--- src/rtl/phase_search_if.sv ---
// Soft-symbol stream and search-control bundle between sync detector, demod and LLR former.
interface phase_search_if #(
  parameter int LLR_WIDTH   = 4,
  parameter int SWEEP_WIDTH = 8
);
  logic [1:0]                  i_code_rate;
  logic                        i_next_phase;
  logic                        i_deperf_next_st;
  logic                        i_is_sync;
  logic                        i_vld;
  logic signed [LLR_WIDTH-1:0] i_i;
  logic signed [LLR_WIDTH-1:0] i_q;
  logic                        o_vld;
  logic signed [LLR_WIDTH-1:0] o_i;
  logic signed [LLR_WIDTH-1:0] o_q;
  logic [2:0]                  o_phase;
  logic [2:0]                  o_punct_offset;
  logic                        o_last_phase_stb;
  logic [SWEEP_WIDTH-1:0]      o_sweep_cnt;
  logic                        o_proto_err;

  modport master (
    output i_code_rate, i_next_phase, i_deperf_next_st, i_is_sync, i_vld, i_i, i_q,
    input  o_vld, o_i, o_q, o_phase, o_punct_offset, o_last_phase_stb, o_sweep_cnt, o_proto_err
  );

  modport slave (
    input  i_code_rate, i_next_phase, i_deperf_next_st, i_is_sync, i_vld, i_i, i_q,
    output o_vld, o_i, o_q, o_phase, o_punct_offset, o_last_phase_stb, o_sweep_cnt, o_proto_err
  );
endinterface

--- src/rtl/phase_search_ctrl.sv ---
// Phase / puncture-offset hypothesis controller with saturating soft I/Q rotation.
// Optional macro PHASE_SEARCH_SPECTRUM_INV_EN adds an I/Q-swapped hypothesis set.
module phase_search_ctrl #(
  parameter int LLR_WIDTH   = 4,
  parameter int NUM_ROT     = 4,
  parameter int SWEEP_WIDTH = 8
) (
  input logic           clk,
  input logic           reset_n,
  phase_search_if.slave bus
);
  typedef enum logic [1:0] {
    RATE_1_2 = 2'd0,
    RATE_2_3 = 2'd1,
    RATE_3_4 = 2'd2,
    RATE_7_8 = 2'd3
  } rate_e;

`ifdef PHASE_SEARCH_SPECTRUM_INV_EN
  localparam int NUM_HYP = 2 * NUM_ROT;
`else
  localparam int NUM_HYP = NUM_ROT;
`endif
  localparam logic [2:0] LAST_PH = 3'(NUM_HYP - 1);
  localparam logic signed [LLR_WIDTH-1:0] LLR_MIN = {1'b1, {(LLR_WIDTH-1){1'b0}}};
  localparam logic signed [LLR_WIDTH-1:0] LLR_MAX = {1'b0, {(LLR_WIDTH-1){1'b1}}};

  rate_e                       rate_q, rate_d, rate_in;
  logic                        sync_q, sync_d;
  logic [2:0]                  phase_q, phase_d, offset_q, offset_d, period;
  logic [SWEEP_WIDTH-1:0]      sweep_q, sweep_d;
  logic                        stb_q, stb_d, err_q, err_d, vld_q, vld_d;
  logic signed [LLR_WIDTH-1:0] oi_q, oi_d, oq_q, oq_d;
  logic signed [LLR_WIDTH-1:0] src_i, src_q, rot_i, rot_q;
  logic [1:0]                  rot;

  function automatic logic signed [LLR_WIDTH-1:0] sat_neg(input logic signed [LLR_WIDTH-1:0] x);
    return (x == LLR_MIN) ? LLR_MAX : -x;
  endfunction

  assign rate_in = rate_e'(bus.i_code_rate);

  always_comb begin
    period = 3'd1;
    unique case (rate_q)
      RATE_1_2: period = 3'd1;
      RATE_2_3: period = 3'd2;
      RATE_3_4: period = 3'd3;
      RATE_7_8: period = 3'd7;
    endcase
  end

  // Rate change outranks everything else; sync freezes hypotheses but still clears the sweep count on its rising edge.
  always_comb begin
    rate_d   = rate_in;
    sync_d   = bus.i_is_sync;
    phase_d  = phase_q;
    offset_d = offset_q;
    sweep_d  = sweep_q;
    stb_d    = 1'b0;
    err_d    = err_q;
    if (rate_in != rate_q) begin
      phase_d  = '0;
      offset_d = '0;
      sweep_d  = '0;
    end else begin
      if (bus.i_is_sync && !sync_q) sweep_d = '0;
      if (!bus.i_is_sync) begin
        if (bus.i_deperf_next_st) begin
          phase_d = '0;
          if (offset_q + 3'd1 >= period) begin
            offset_d = '0;
            if (sweep_q != '1) sweep_d = sweep_q + SWEEP_WIDTH'(1);
          end else begin
            offset_d = offset_q + 3'd1;
          end
        end else if (bus.i_next_phase) begin
          if (phase_q == LAST_PH) begin
            err_d = 1'b1;
          end else begin
            phase_d = phase_q + 3'd1;
            stb_d   = (phase_q + 3'd1 == LAST_PH);
          end
        end
      end
    end
  end

  always_comb begin
    src_i = bus.i_i;
    src_q = bus.i_q;
    rot   = phase_q[1:0];
`ifdef PHASE_SEARCH_SPECTRUM_INV_EN
    if (phase_q >= 3'(NUM_ROT)) begin
      src_i = bus.i_q;
      src_q = bus.i_i;
      rot   = 2'(phase_q - 3'(NUM_ROT));
    end
`endif
    // Binary hypothesis space only distinguishes 0 and 180 degrees.
    if (NUM_ROT == 2) rot = {rot[0], 1'b0};
    rot_i = src_i;
    rot_q = src_q;
    unique case (rot)
      2'd0: begin rot_i = src_i;          rot_q = src_q;          end
      2'd1: begin rot_i = sat_neg(src_q); rot_q = src_i;          end
      2'd2: begin rot_i = sat_neg(src_i); rot_q = sat_neg(src_q); end
      2'd3: begin rot_i = src_q;          rot_q = sat_neg(src_i); end
    endcase
    vld_d = bus.i_vld;
    oi_d  = bus.i_vld ? rot_i : oi_q;
    oq_d  = bus.i_vld ? rot_q : oq_q;
  end

  always_ff @(posedge clk) begin
    if (!reset_n) begin
      rate_q   <= RATE_1_2;
      sync_q   <= 1'b0;
      phase_q  <= '0;
      offset_q <= '0;
      sweep_q  <= '0;
      stb_q    <= 1'b0;
      err_q    <= 1'b0;
      vld_q    <= 1'b0;
      oi_q     <= '0;
      oq_q     <= '0;
    end else begin
      rate_q   <= rate_d;
      sync_q   <= sync_d;
      phase_q  <= phase_d;
      offset_q <= offset_d;
      sweep_q  <= sweep_d;
      stb_q    <= stb_d;
      err_q    <= err_d;
      vld_q    <= vld_d;
      oi_q     <= oi_d;
      oq_q     <= oq_d;
    end
  end

`ifdef PHASE_SEARCH_SPECTRUM_INV_EN
  assign bus.o_phase = phase_q;
`else
  assign bus.o_phase = (NUM_ROT <= 4) ? {1'b0, phase_q[1:0]} : phase_q;
`endif
  assign bus.o_punct_offset   = offset_q;
  assign bus.o_last_phase_stb = stb_q;
  assign bus.o_sweep_cnt      = sweep_q;
  assign bus.o_proto_err      = err_q;
  assign bus.o_vld            = vld_q;
  assign bus.o_i              = oi_q;
  assign bus.o_q              = oq_q;
endmodule

--- src/flat_wrapper.sv ---
// flat-port wrapper written by rule: the top's interface ports become plain ports
module phase_search_ctrl_flat 
#(
  parameter int LLR_WIDTH   = 4,
  parameter int NUM_ROT     = 4,
  parameter int SWEEP_WIDTH = 8
)
  (clk, reset_n, bus_i_code_rate, bus_i_next_phase, bus_i_deperf_next_st, bus_i_is_sync, bus_i_vld, bus_i_i, bus_i_q, bus_o_vld, bus_o_i, bus_o_q, bus_o_phase, bus_o_punct_offset, bus_o_last_phase_stb, bus_o_sweep_cnt, bus_o_proto_err);
  phase_search_if #(.LLR_WIDTH(LLR_WIDTH), .SWEEP_WIDTH(SWEEP_WIDTH)) bus_i ();
  input logic clk;
  input logic reset_n;
  input wire logic [$bits(bus_i.i_code_rate)-1:0] bus_i_code_rate;
  input wire logic [$bits(bus_i.i_next_phase)-1:0] bus_i_next_phase;
  input wire logic [$bits(bus_i.i_deperf_next_st)-1:0] bus_i_deperf_next_st;
  input wire logic [$bits(bus_i.i_is_sync)-1:0] bus_i_is_sync;
  input wire logic [$bits(bus_i.i_vld)-1:0] bus_i_vld;
  input wire logic [$bits(bus_i.i_i)-1:0] bus_i_i;
  input wire logic [$bits(bus_i.i_q)-1:0] bus_i_q;
  output wire logic [$bits(bus_i.o_vld)-1:0] bus_o_vld;
  output wire logic [$bits(bus_i.o_i)-1:0] bus_o_i;
  output wire logic [$bits(bus_i.o_q)-1:0] bus_o_q;
  output wire logic [$bits(bus_i.o_phase)-1:0] bus_o_phase;
  output wire logic [$bits(bus_i.o_punct_offset)-1:0] bus_o_punct_offset;
  output wire logic [$bits(bus_i.o_last_phase_stb)-1:0] bus_o_last_phase_stb;
  output wire logic [$bits(bus_i.o_sweep_cnt)-1:0] bus_o_sweep_cnt;
  output wire logic [$bits(bus_i.o_proto_err)-1:0] bus_o_proto_err;
  assign bus_i.i_code_rate = bus_i_code_rate;
  assign bus_i.i_next_phase = bus_i_next_phase;
  assign bus_i.i_deperf_next_st = bus_i_deperf_next_st;
  assign bus_i.i_is_sync = bus_i_is_sync;
  assign bus_i.i_vld = bus_i_vld;
  assign bus_i.i_i = bus_i_i;
  assign bus_i.i_q = bus_i_q;
  assign bus_o_vld = bus_i.o_vld;
  assign bus_o_i = bus_i.o_i;
  assign bus_o_q = bus_i.o_q;
  assign bus_o_phase = bus_i.o_phase;
  assign bus_o_punct_offset = bus_i.o_punct_offset;
  assign bus_o_last_phase_stb = bus_i.o_last_phase_stb;
  assign bus_o_sweep_cnt = bus_i.o_sweep_cnt;
  assign bus_o_proto_err = bus_i.o_proto_err;
  phase_search_ctrl #(.LLR_WIDTH(LLR_WIDTH), .NUM_ROT(NUM_ROT), .SWEEP_WIDTH(SWEEP_WIDTH)) u_core (.clk(clk), .reset_n(reset_n), .bus(bus_i));
endmodule
--- config.mk ---
export PLATFORM = sky130hd
export DESIGN_NAME = phase_search_ctrl_flat
export DESIGN_NICKNAME = d
export VERILOG_FILES = /design/src/rtl/phase_search_if.sv /design/src/rtl/phase_search_ctrl.sv /design/src/flat_wrapper.sv
export SDC_FILE = /design/constraint.sdc
export NUM_CORES = 1
export LEC_CHECK = 0
export CAP_MARGIN = 20
export CORE_MARGIN = 1.5
export CORE_UTILIZATION = 50
export CTS_CLUSTER_DIAMETER = 30
export DETAILED_ROUTE_END_ITERATION = 10
export PLACE_DENSITY = 0.81
export SLEW_MARGIN = 20
export SYNTH_ARGS = -nofsm -noshare
export SYNTH_HDL_FRONTEND = slang
export SYNTH_SLANG_ARGS = --single-unit
--- constraint.sdc ---
create_clock -name clk -period 2.61 [get_ports clk]
set_clock_uncertainty 0.2 [all_clocks]
set_input_delay 0.261 -clock clk [delete_from_list [all_inputs] [get_ports clk]]
set_output_delay 0.261 -clock clk [all_outputs]
set_load 0.05 [all_outputs]
==> out/qor.yml, run 1 <==
setup_path:
  reg2reg_to: "u_core.bus.o_sweep_cnt[7]"
  required_ns: 2.67
  arrival_ns: 2.44
  r2r-start: "u_core.bus.o_punct_offset[0]"
  critPathKind: "flop to flop"
  endpoint_kind: "flop"
  rrSetupSlack_ns: 0.23
  cp-start-kind: "flop"
  worstPathMaxFanout: 8
  rr_worst_depth: 8
synthesis:
  synthCells: 219
  async_flop_share: 0
  avgSynthCellArea_sq_um: 8.09
  synth_top_flop_cell: "dfxtp_1"
  synth_area_sq_um: 1770
  synthDistinctLibCells: 51
  ys_ff_latch: 28
  synthesis.nets: 248
  synth_edf_count: 0
  yosys_warnings: 0
  ys_seq_area_frac: 0.316
clock_network:
  numCtsBuffers: 3
  cts_buffer_depth: 2
  cts_tree: "done"
  postCtsSetupBuffers: 0
  cts_hold_buf: 0
  cts_root_buffer: "clkbuf_4"
  cts_sinks: 28
  clk_transition_reported_paths_ns: 0.14
  ctsResizeCount: 0
  h-tree-depth: 1
  clk_latency_ns: 0.32
power:
  leakage_nw: 0.845
  ir_drop_mv: 0.265
  power_uw: 801
  power-per-cell-area_nw_per_um2: 365
sta:
  post-route-period-util: 0.913
  finalHoldViolCount: 0
  setup_viol: 0
  timing.fmax_mhz: 420
  slew_violations: 0
  whs_ns: 0.276
  setup_tns_ns: 0
  grt_setup_unrepaired: "no"
  post-route-min-period_ns: 2.38
  slew_headroom: 0.642
  worst_pin_slew_ns: 0.536
routing:
  vias_per_cell: 5.41
  drcViolationCount: 0
  final_antenna_net_count: 0
  post_drt_wl_per_cell_microns: 12.9
  firstDrtPassIters: 4
  num_vias: 1612
  drt-total-wl_microns: 3840
  drtIter0Drc: 129
place:
  io_buffers: 39
  gp_congestion: 0.843
  dp.cells: 295
  dpl.hpwl_microns: 2870
die:
  io_pins: 41
  die-area_sq_um: 3910
  die_h_microns: 62.5
  start_util: 0.527
  rows: 21
  fp.dieW_microns: 62.5
  core_area_sq_um: 3360
layout:
  layout.cells.non_filler: 298
  fillers: 315
  multiInputGateArea_sq_um: 1110
  area_growth_pct: 23.9
  n_antenna_cell: 0
  seqCellArea_sq_um: 563
  fin_util: 0.653
  drive_above_1_share: 0.0516
  num-nets-final: 283
min_path:
  hp-start: "u_core.bus.o_i[3]"
  hold_end: "u_core.bus.o_i[3]"
  hold_depth: 1
  hold_class: "flop to flop"
outcome:
  status: "complete, no violations"
job:
  drv_cap: 0
global_route:
  grt_max_degree: 17
  grt_pass1_vias: 1457
  grt_antenna_before_repair: 0
  grt_usage: 0.196
  grt_first_pass_wirelength_microns: 6360
  grt.overflow.total: 0
flip-flops by register name, indices dropped and copies added (netlist names), 2 cells and up:
signal	cells
u_core.bus.o_q	4
u_core.bus.o_punct_offset	3
u_core.bus.o_i	4
u_core.rate_q	2
u_core.phase_q	3
u_core.bus.o_sweep_cnt	8
where the power goes:
part	switching, mW	total (mW)	leakage (nW)	internal (mW)
clock network	0.122	0.176	0.0138	0.0542
logic	0.106	0.178	0.602	0.0724
registers	0.00778	0.447	0.229	0.439
total	0.235	0.801	0.845	0.566
worst max path at each step:
stage                                       startpoint                   endpoint  slack, ns  depth (start not counted)
final                     u_core.bus.o_punct_offset[0]  u_core.bus.o_sweep_cnt[7]       0.23                          8
after global routing      u_core.bus.o_punct_offset[0]  u_core.bus.o_sweep_cnt[7]       0.08                          8
after CTS                 u_core.bus.o_punct_offset[0]  u_core.bus.o_sweep_cnt[7]       0.23                          8
after detailed placement  u_core.bus.o_punct_offset[0]  u_core.bus.o_sweep_cnt[7]       0.26                          8
after global placement    u_core.bus.o_punct_offset[0]  u_core.bus.o_sweep_cnt[7]       0.32                          8
after floorplan           u_core.bus.o_punct_offset[0]  u_core.bus.o_sweep_cnt[2]       0.16                          9
per-stage QoR:
| step | cell area (sq um) | worst slack [ns] |
|---|---|---|
| after floorplan | 1770 | 0.163 |
| after global placement | 2170 | 0.317 |
| final | 2200 | 0.228 |
| after detailed placement | 2170 | 0.257 |
| after global routing | 2200 | 0.0788 |
| after CTS | 2200 | 0.231 |
routing by layer:
layer / part of all wire / track usage / wire length (microns) / up-vias
met5: 0 / 0 / 0 / -
met2: 0.45 / 0.323 / 1720 / 47
li1: - / - / - / 842
met4: 0.0083 / 0.0500 / 32 / 0
met3: 0.050 / 0.0360 / 192 / 4
met1: 0.49 / 0.266 / 1890 / 719
worst max-delay path, stage by stage, from the launching register on:
cell,delay (ns)
dfxtp_2,0.37
ha_1,0.23
xor2_1,0.15
ha_1,0.29
nand2_1,0.09
o21ai_4,0.23
nand3_1,0.14
or4_1,0.47
a21oi_1,0.14
cell usage after synthesis (all sizes together), types with 3 or more instances:
| cell | number | area share |
|---|---|---|
| a21oi | 23 | 0.065 |
| o21ai | 10 | 0.035 |
| nand2b | 11 | 0.039 |
| nor2 | 15 | 0.032 |
| xor2 | 3 | 0.015 |
| nand2 | 20 | 0.042 |
| mux2i | 3 | 0.017 |
| dfxtp | 28 | 0.32 |
| nor2b | 4 | 0.014 |
| and2 | 6 | 0.021 |
| ha | 13 | 0.092 |
| buf | 4 | 0.019 |
| nand3 | 7 | 0.020 |
| a21o | 3 | 0.013 |
| a31oi | 4 | 0.014 |
| nor3 | 6 | 0.017 |
| clkbuf | 6 | 0.013 |
| inv | 13 | 0.028 |
| o22ai | 3 | 0.011 |
| a221oi | 4 | 0.020 |
cells in the final DEF, fill, tap and decap left out, types with 2 or more instances in the layout:
cell type	netlist	final
and3b_1	2	2
a22o_1	2	2
nand2b_1	11	11
a21oi_1	23	23
dfxtp_2	0	2
o311ai_0	2	2
clkbuf_4	0	3
o21bai_1	2	2
and2_1	6	6
mux2i_1	3	3
a21o_1	3	3
dfxtp_1	28	26
o21ai_0	9	9
nor2b_1	4	4
nor3_1	6	6
xor2_1	3	3
a221oi_1	4	4
nand2_1	20	20
o22ai_1	3	3
nor2_1	15	15
inv_1	13	13
a31oi_1	4	4
clkdlybuf4s50_1	0	39
nand3_1	7	7
ha_1	13	13
cells by family after synthesis:
| kind of cell | share of synthesized area |
|---|---|
| AOI/OAI and AO/OA | 0.236 |
| DFF | 0.316 |
| muxes | 0.0169 |
| xor gates and xnor gates | 0.0198 |
| adders and majority gates | 0.0918 |
| other | 0.00212 |
| buffers and inverters | 0.0593 |
| and+or+nand+nor | 0.258 |
final cells by class:
cell class              instances  area share
flip-flops and latches         28       0.256
inverters                      13      0.0222
well taps                      46      0.0262
multi-input cells             168       0.504
clock buffers                   3      0.0103
repair buffers                 40       0.181
Note: power is estimated with default switching activity, not from simulation.
==> inputs of run 2 (changes only) <==
--- a/config.mk
+++ b/config.mk
@@ -6,11 +6,12 @@
 export NUM_CORES = 1
 export LEC_CHECK = 0
 export CAP_MARGIN = 20
+export CORE_ASPECT_RATIO = 0.8
 export CORE_MARGIN = 1.5
-export CORE_UTILIZATION = 50
+export CORE_UTILIZATION = 35
 export CTS_CLUSTER_DIAMETER = 30
 export DETAILED_ROUTE_END_ITERATION = 10
-export PLACE_DENSITY = 0.81
+export PLACE_DENSITY = 0.6
 export SLEW_MARGIN = 20
 export SYNTH_ARGS = -nofsm -noshare
 export SYNTH_HDL_FRONTEND = slang
==> run 2 against run 1 <==
Sequential share of layout area down 0.74 points. Wire length rose by 8.2%. Register-to-register slack about the same. Via count fell by 1.1%. Worst hold slack got worse by 0.017 ns. Highest routed layer unchanged. Cell area increased by 3.0%. Clock-buffer cell count grew 1. Die area is 41% higher. Clock power increased by 48%. Worst setup slack lost 0.0080 ns. Fmax fell by 0.34%.
==> out/qor.yml, run 2 (synthesized netlist as in run 1, its figures left out) <==
routing:
  final_antenna_net_count: 0
  drt-total-wl_microns: 4160
  num_vias: 1595
  drcViolationCount: 0
  vias_per_cell: 5.06
  drtIter0Drc: 102
  firstDrtPassIters: 4
  post_drt_wl_per_cell_microns: 13.2
place:
  dpl.hpwl_microns: 3190
  io_buffers: 39
  gp_congestion: 0.826
  placed_area_sq_um: 2210
  place_ws_ns: 0.228
sta:
  post-route-min-period_ns: 2.39
  finalHoldViolCount: 0
  worst_pin_slew_ns: 0.506
  setup_viol: 0
  layout_setup_ws_ns: 0.220
  grt_setup_unrepaired: "no"
  slew_violations: 0
  timing.fmax_mhz: 418
  setup_tns_ns: 0
  slew_headroom: 0.662
  post-route-period-util: 0.916
layout:
  fillers: 467
  num-nets-final: 285
  fin_util: 0.478
  n_antenna_cell: 0
  area_growth_pct: 27.6
  stdcell_area_sq_um: 2260
  largest_reg_flops: 8
  drive_above_1_share: 0.0627
  final_common_cell: "clkdlybuf4s50_1"
  layout_common_cells: "clkdlybuf4s50_1, dfxtp_1, a21oi_1"
die:
  rows: 22
  fp.dieW_microns: 82.5
  die_h_microns: 66.6
  io_pins: 41
  core_area_sq_um: 4730
  start_util: 0.374
  die-area_sq_um: 5500
setup_path:
  crit_slowest_cell: "dfxtp_2"
  endpoint_kind: "flop"
  slowest_delay_ns: 0.35
  path_cells: "ha_1 -> xor2_1 -> ha_1 -> a21oi_1 -> o21ai_4 -> a31oi_1 -> a21oi_1 -> a211oi_1"
  critPathKind: "flop to flop"
  worstPathMaxFanout: 8
  arrival_ns: 2.38
  required_ns: 2.60
  cp-start-kind: "flop"
clock_network:
  cts_tree: "done"
  clk_latency_ns: 0.27
  cts_buffer_depth: 2
  cts_sinks: 28
  clk_transition_reported_paths_ns: 0.09
  ctsResizeCount: 0
  numCtsBuffers: 3
  h-tree-depth: 1
  cts_hold_buf: 0
  postCtsSetupBuffers: 0
  cts_root_buffer: "clkbuf_8"
global_route:
  grt_max_degree: 17
  grt_pass1_vias: 1391
  grt.overflow.total: 0
  grt_antenna_before_repair: 0
  grt_first_pass_wirelength_microns: 6730
  grt_usage: 0.159
outcome:
  status: "complete, no violations"
job:
  drv_cap: 0
power:
  ir_drop_mv: 0.275
  leakage_nw: 0.869
  power-per-cell-area_nw_per_um2: 394
  power_uw: 892
min_path:
  hold_class: "flop to flop"
[run 2: critical path, delay by kind of cell, from the launching register on]
kind                     cells  cell delay (ns)
AO/OA/AOI/OAI                5             1.07
XOR/XNOR                     1             0.15
adder cells (fa/ha/maj)      2             0.53
flip-flops                   1             0.35
[run 2: routing by layer]
layer / GRT usage / vias up / wire (microns)
li1: - / 845 / -
met1: 0.241 / 714 / 2270
met2: 0.230 / 34 / 1710
met3: 0.0329 / 2 / 150
met4: 0.0250 / 0 / 27
met5: 0 / - / 0
[run 2: final timing paths]
| kind | start | to | slack (ns) | depth (start not counted) |
|---|---|---|---|---|
| worst min-delay path | u_core.phase_q[2] | u_core.phase_q[2] | 0.26 | 2 |
| worst max register to register | u_core.bus.o_punct_offset[0] | u_core.bus.o_sweep_cnt[5] | 0.22 | 8 |
| worst min register to register | u_core.phase_q[2] | u_core.phase_q[2] | 0.26 | 2 |
| worst max-delay path | u_core.bus.o_punct_offset[0] | u_core.bus.o_sweep_cnt[5] | 0.22 | 8 |
[run 2: layout make-up]
class	instances	area, sq um	area share
tap	60	75.1	0.0332
timing repair buffer	42	413	0.183
inverter	13	48.8	0.0216
multi-input combinational	168	1110	0.489
clock buffer	4	55.1	0.0243
sequential	28	563	0.249
[run 2: power breakdown]
part	internal [mW]	switching, mW	total (mW)	leakage (nW)
Sequential	0.439	0.00762	0.446	0.229
Combinational	0.0748	0.110	0.185	0.611
Clock	0.135	0.126	0.261	0.0288
[run 2: stage by stage]
stage | hold slack (ns) | instances
after CTS | 0.264 | 315
final | 0.259 | 315
after global placement | 0.241 | 311
after global routing | 0.284 | 315
after detailed placement | 0.250 | 311
after floorplan | 0.183 | 219
==> inputs of run 3 (changes only) <==
--- a/config.mk
+++ b/config.mk
@@ -7,7 +7,6 @@
 export LEC_CHECK = 0
 export CAP_MARGIN = 20
 export CORE_ASPECT_RATIO = 0.8
-export CORE_MARGIN = 1.5
 export CORE_UTILIZATION = 35
 export CTS_CLUSTER_DIAMETER = 30
 export DETAILED_ROUTE_END_ITERATION = 10
==> run 3 against run 2 <==
First-iteration DRC count decreased by 6.9%. Critical path depth unchanged. Die area decreased by 2.7%. Flip-flop and latch count did not move. Sequential power hardly changed. Clock power rose by 30%. Largest cell class unchanged. Largest power group unchanged.
==> out/qor.yml, run 3 (synthesized netlist as in run 1, its figures left out) <==
outcome:
  status: "complete, no violations"
clock_network:
  h-tree-depth: 1
  clk_latency_ns: 0.28
  postCtsSetupBuffers: 0
  clk_transition_reported_paths_ns: 0.10
  numCtsBuffers: 3
  ctsResizeCount: 0
  cts_root_buffer: "clkbuf_8"
  cts_tree: "done"
  cts_buffer_depth: 2
  cts_hold_buf: 0
  cts_sinks: 28
die:
  io_pins: 41
  rows: 22
  core_area_sq_um: 4730
  fp.dieW_microns: 81.5
  start_util: 0.374
  die_h_microns: 65.6
  die-area_sq_um: 5350
sta:
  finalHoldViolCount: 0
  slew_violations: 0
  post-route-period-util: 0.910
  post-route-min-period_ns: 2.37
  timing.fmax_mhz: 421
  slew_headroom: 0.664
  setup_viol: 0
  worst_pin_slew_ns: 0.503
  grt_setup_unrepaired: "no"
  setup_tns_ns: 0
power:
  ir_drop_mv: 0.277
  seq_power_share: 0.460
  p_comb_frac: 0.189
  p_int_uw: 719
  power-per-cell-area_nw_per_um2: 426
  swShare: 0.258
  leakage_nw: 0.876
  p_clk_frac: 0.351
  switchingPower_uw: 250
layout:
  largest_reg_flops: 8
  layout_common_cells: "clkdlybuf4s50_1, dfxtp_1, a21oi_1"
  drive_above_1_share: 0.0627
  n_antenna_cell: 0
  fin_util: 0.481
  final_common_cell: "clkdlybuf4s50_1"
  area_growth_pct: 28.5
  num-nets-final: 285
setup_path:
  path_cells: "ha_1 -> xor2_1 -> ha_1 -> nand2_1 -> o21ai_4 -> nand3_1 -> or4_1 -> a21oi_1"
  worstPathMaxFanout: 8
  reg2reg_to: "u_core.bus.o_sweep_cnt[7]"
  r2r-start: "u_core.bus.o_punct_offset[0]"
  critPathKind: "flop to flop"
  cp-start-kind: "flop"
  crit_slowest_cell: "or4_1"
  endpoint_kind: "flop"
  arrival_ns: 2.39
  slowest_delay_ns: 0.48
  cpLargestDelayFamily: "simple AND/OR/NAND/NOR gates"
  rrSetupSlack_ns: 0.24
  crit_path_frequent_cell: "ha_1"
  rr_worst_depth: 8
  crit_buf_inv: 0
  required_ns: 2.63
routing:
  num_vias: 1618
  post_drt_wl_per_cell_microns: 12.8
  firstDrtPassIters: 5
  final_antenna_net_count: 0
  vias_per_cell: 5.14
  drtIter0Drc: 95
  drcViolationCount: 0
  drt-total-wl_microns: 4050
global_route:
  grt_first_pass_wirelength_microns: 6790
  grt_usage: 0.163
  grt.overflow.total: 0
  grt_max_degree: 17
  grt_antenna_before_repair: 0
  grt_pass1_vias: 1407
job:
  drv_cap: 0
place:
  dpl.hpwl_microns: 3110
  io_buffers: 39
  gp_congestion: 0.831
min_path:
  hold_class: "flop to flop"
  hold_depth: 2
  hp-start: "u_core.phase_q[2]"
  hold_end: "u_core.phase_q[2]"
[run 3: per-stage QoR]
step	instance area (sq um)	hold slack (ns)	cells	total power, mW	setup WS (ns)
after floorplan	1770	0.183	219	0.570	0.163
after global placement	2210	0.241	311	0.639	0.290
after detailed placement	2210	0.247	311	0.638	0.242
after CTS	2280	0.262	315	0.983	0.222
after global routing	2280	0.294	315	1.02	0.0751
final	2280	0.259	315	0.969	0.236
[run 3: final cells by class]
| type | count | area (sq um) |
|---|---|---|
| Multi-Input combinational cell | 168 | 1110 |
| Timing Repair Buffer | 42 | 413 |
| Fill cell | 484 | 2460 |
| Tap cell | 60 | 75.1 |
| Clock inverter | 1 | 30.0 |
| Inverter | 13 | 48.8 |
| Sequential cell | 28 | 563 |
| Clock buffer | 3 | 41.3 |
[run 3: worst reg2reg max path, stage by stage, from the launching register on]
cell	delay [ns]
dfxtp_2	0.35
ha_1	0.23
xor2_1	0.15
ha_1	0.29
nand2_1	0.09
o21ai_4	0.23
nand3_1	0.15
or4_1	0.48
a21oi_1	0.14
[run 3: power by group through the flow]
stage / Combinational [mW] / Clock [mW] / Sequential, mW
finish: 0.183 / 0.340 / 0.446
global route: 0.200 / 0.376 / 0.448
CTS: 0.183 / 0.353 / 0.447
detailed placement: 0.181 / 0 / 0.456
global placement: 0.182 / 0 / 0.456
floorplan: 0.0829 / 0 / 0.487
[run 3: metal layers]
| layer | wire, microns | vias to the layer above | GRT usage |
|---|---|---|---|
| li1 | - | 848 | - |
| met1 | 2210 | 728 | 0.249 |
| met2 | 1640 | 40 | 0.233 |
| met3 | 171 | 2 | 0.0347 |
| met4 | 30 | 0 | 0.0268 |
| met5 | 0 | - | 0 |
[run 3: worst max-delay path by stage]
stage	start	to	slack [ns]	cells after the start
CTS	u_core.bus.o_punct_offset[0]	u_core.bus.o_sweep_cnt[7]	0.22	8
floorplan	u_core.bus.o_punct_offset[0]	u_core.bus.o_sweep_cnt[2]	0.16	9
finish	u_core.bus.o_punct_offset[0]	u_core.bus.o_sweep_cnt[7]	0.24	8
global route	u_core.bus.o_punct_offset[0]	u_core.bus.o_sweep_cnt[5]	0.08	8
detailed placement	u_core.bus.o_punct_offset[0]	u_core.bus.o_sweep_cnt[7]	0.24	8
global placement	u_core.bus.o_punct_offset[0]	u_core.bus.o_sweep_cnt[5]	0.29	8
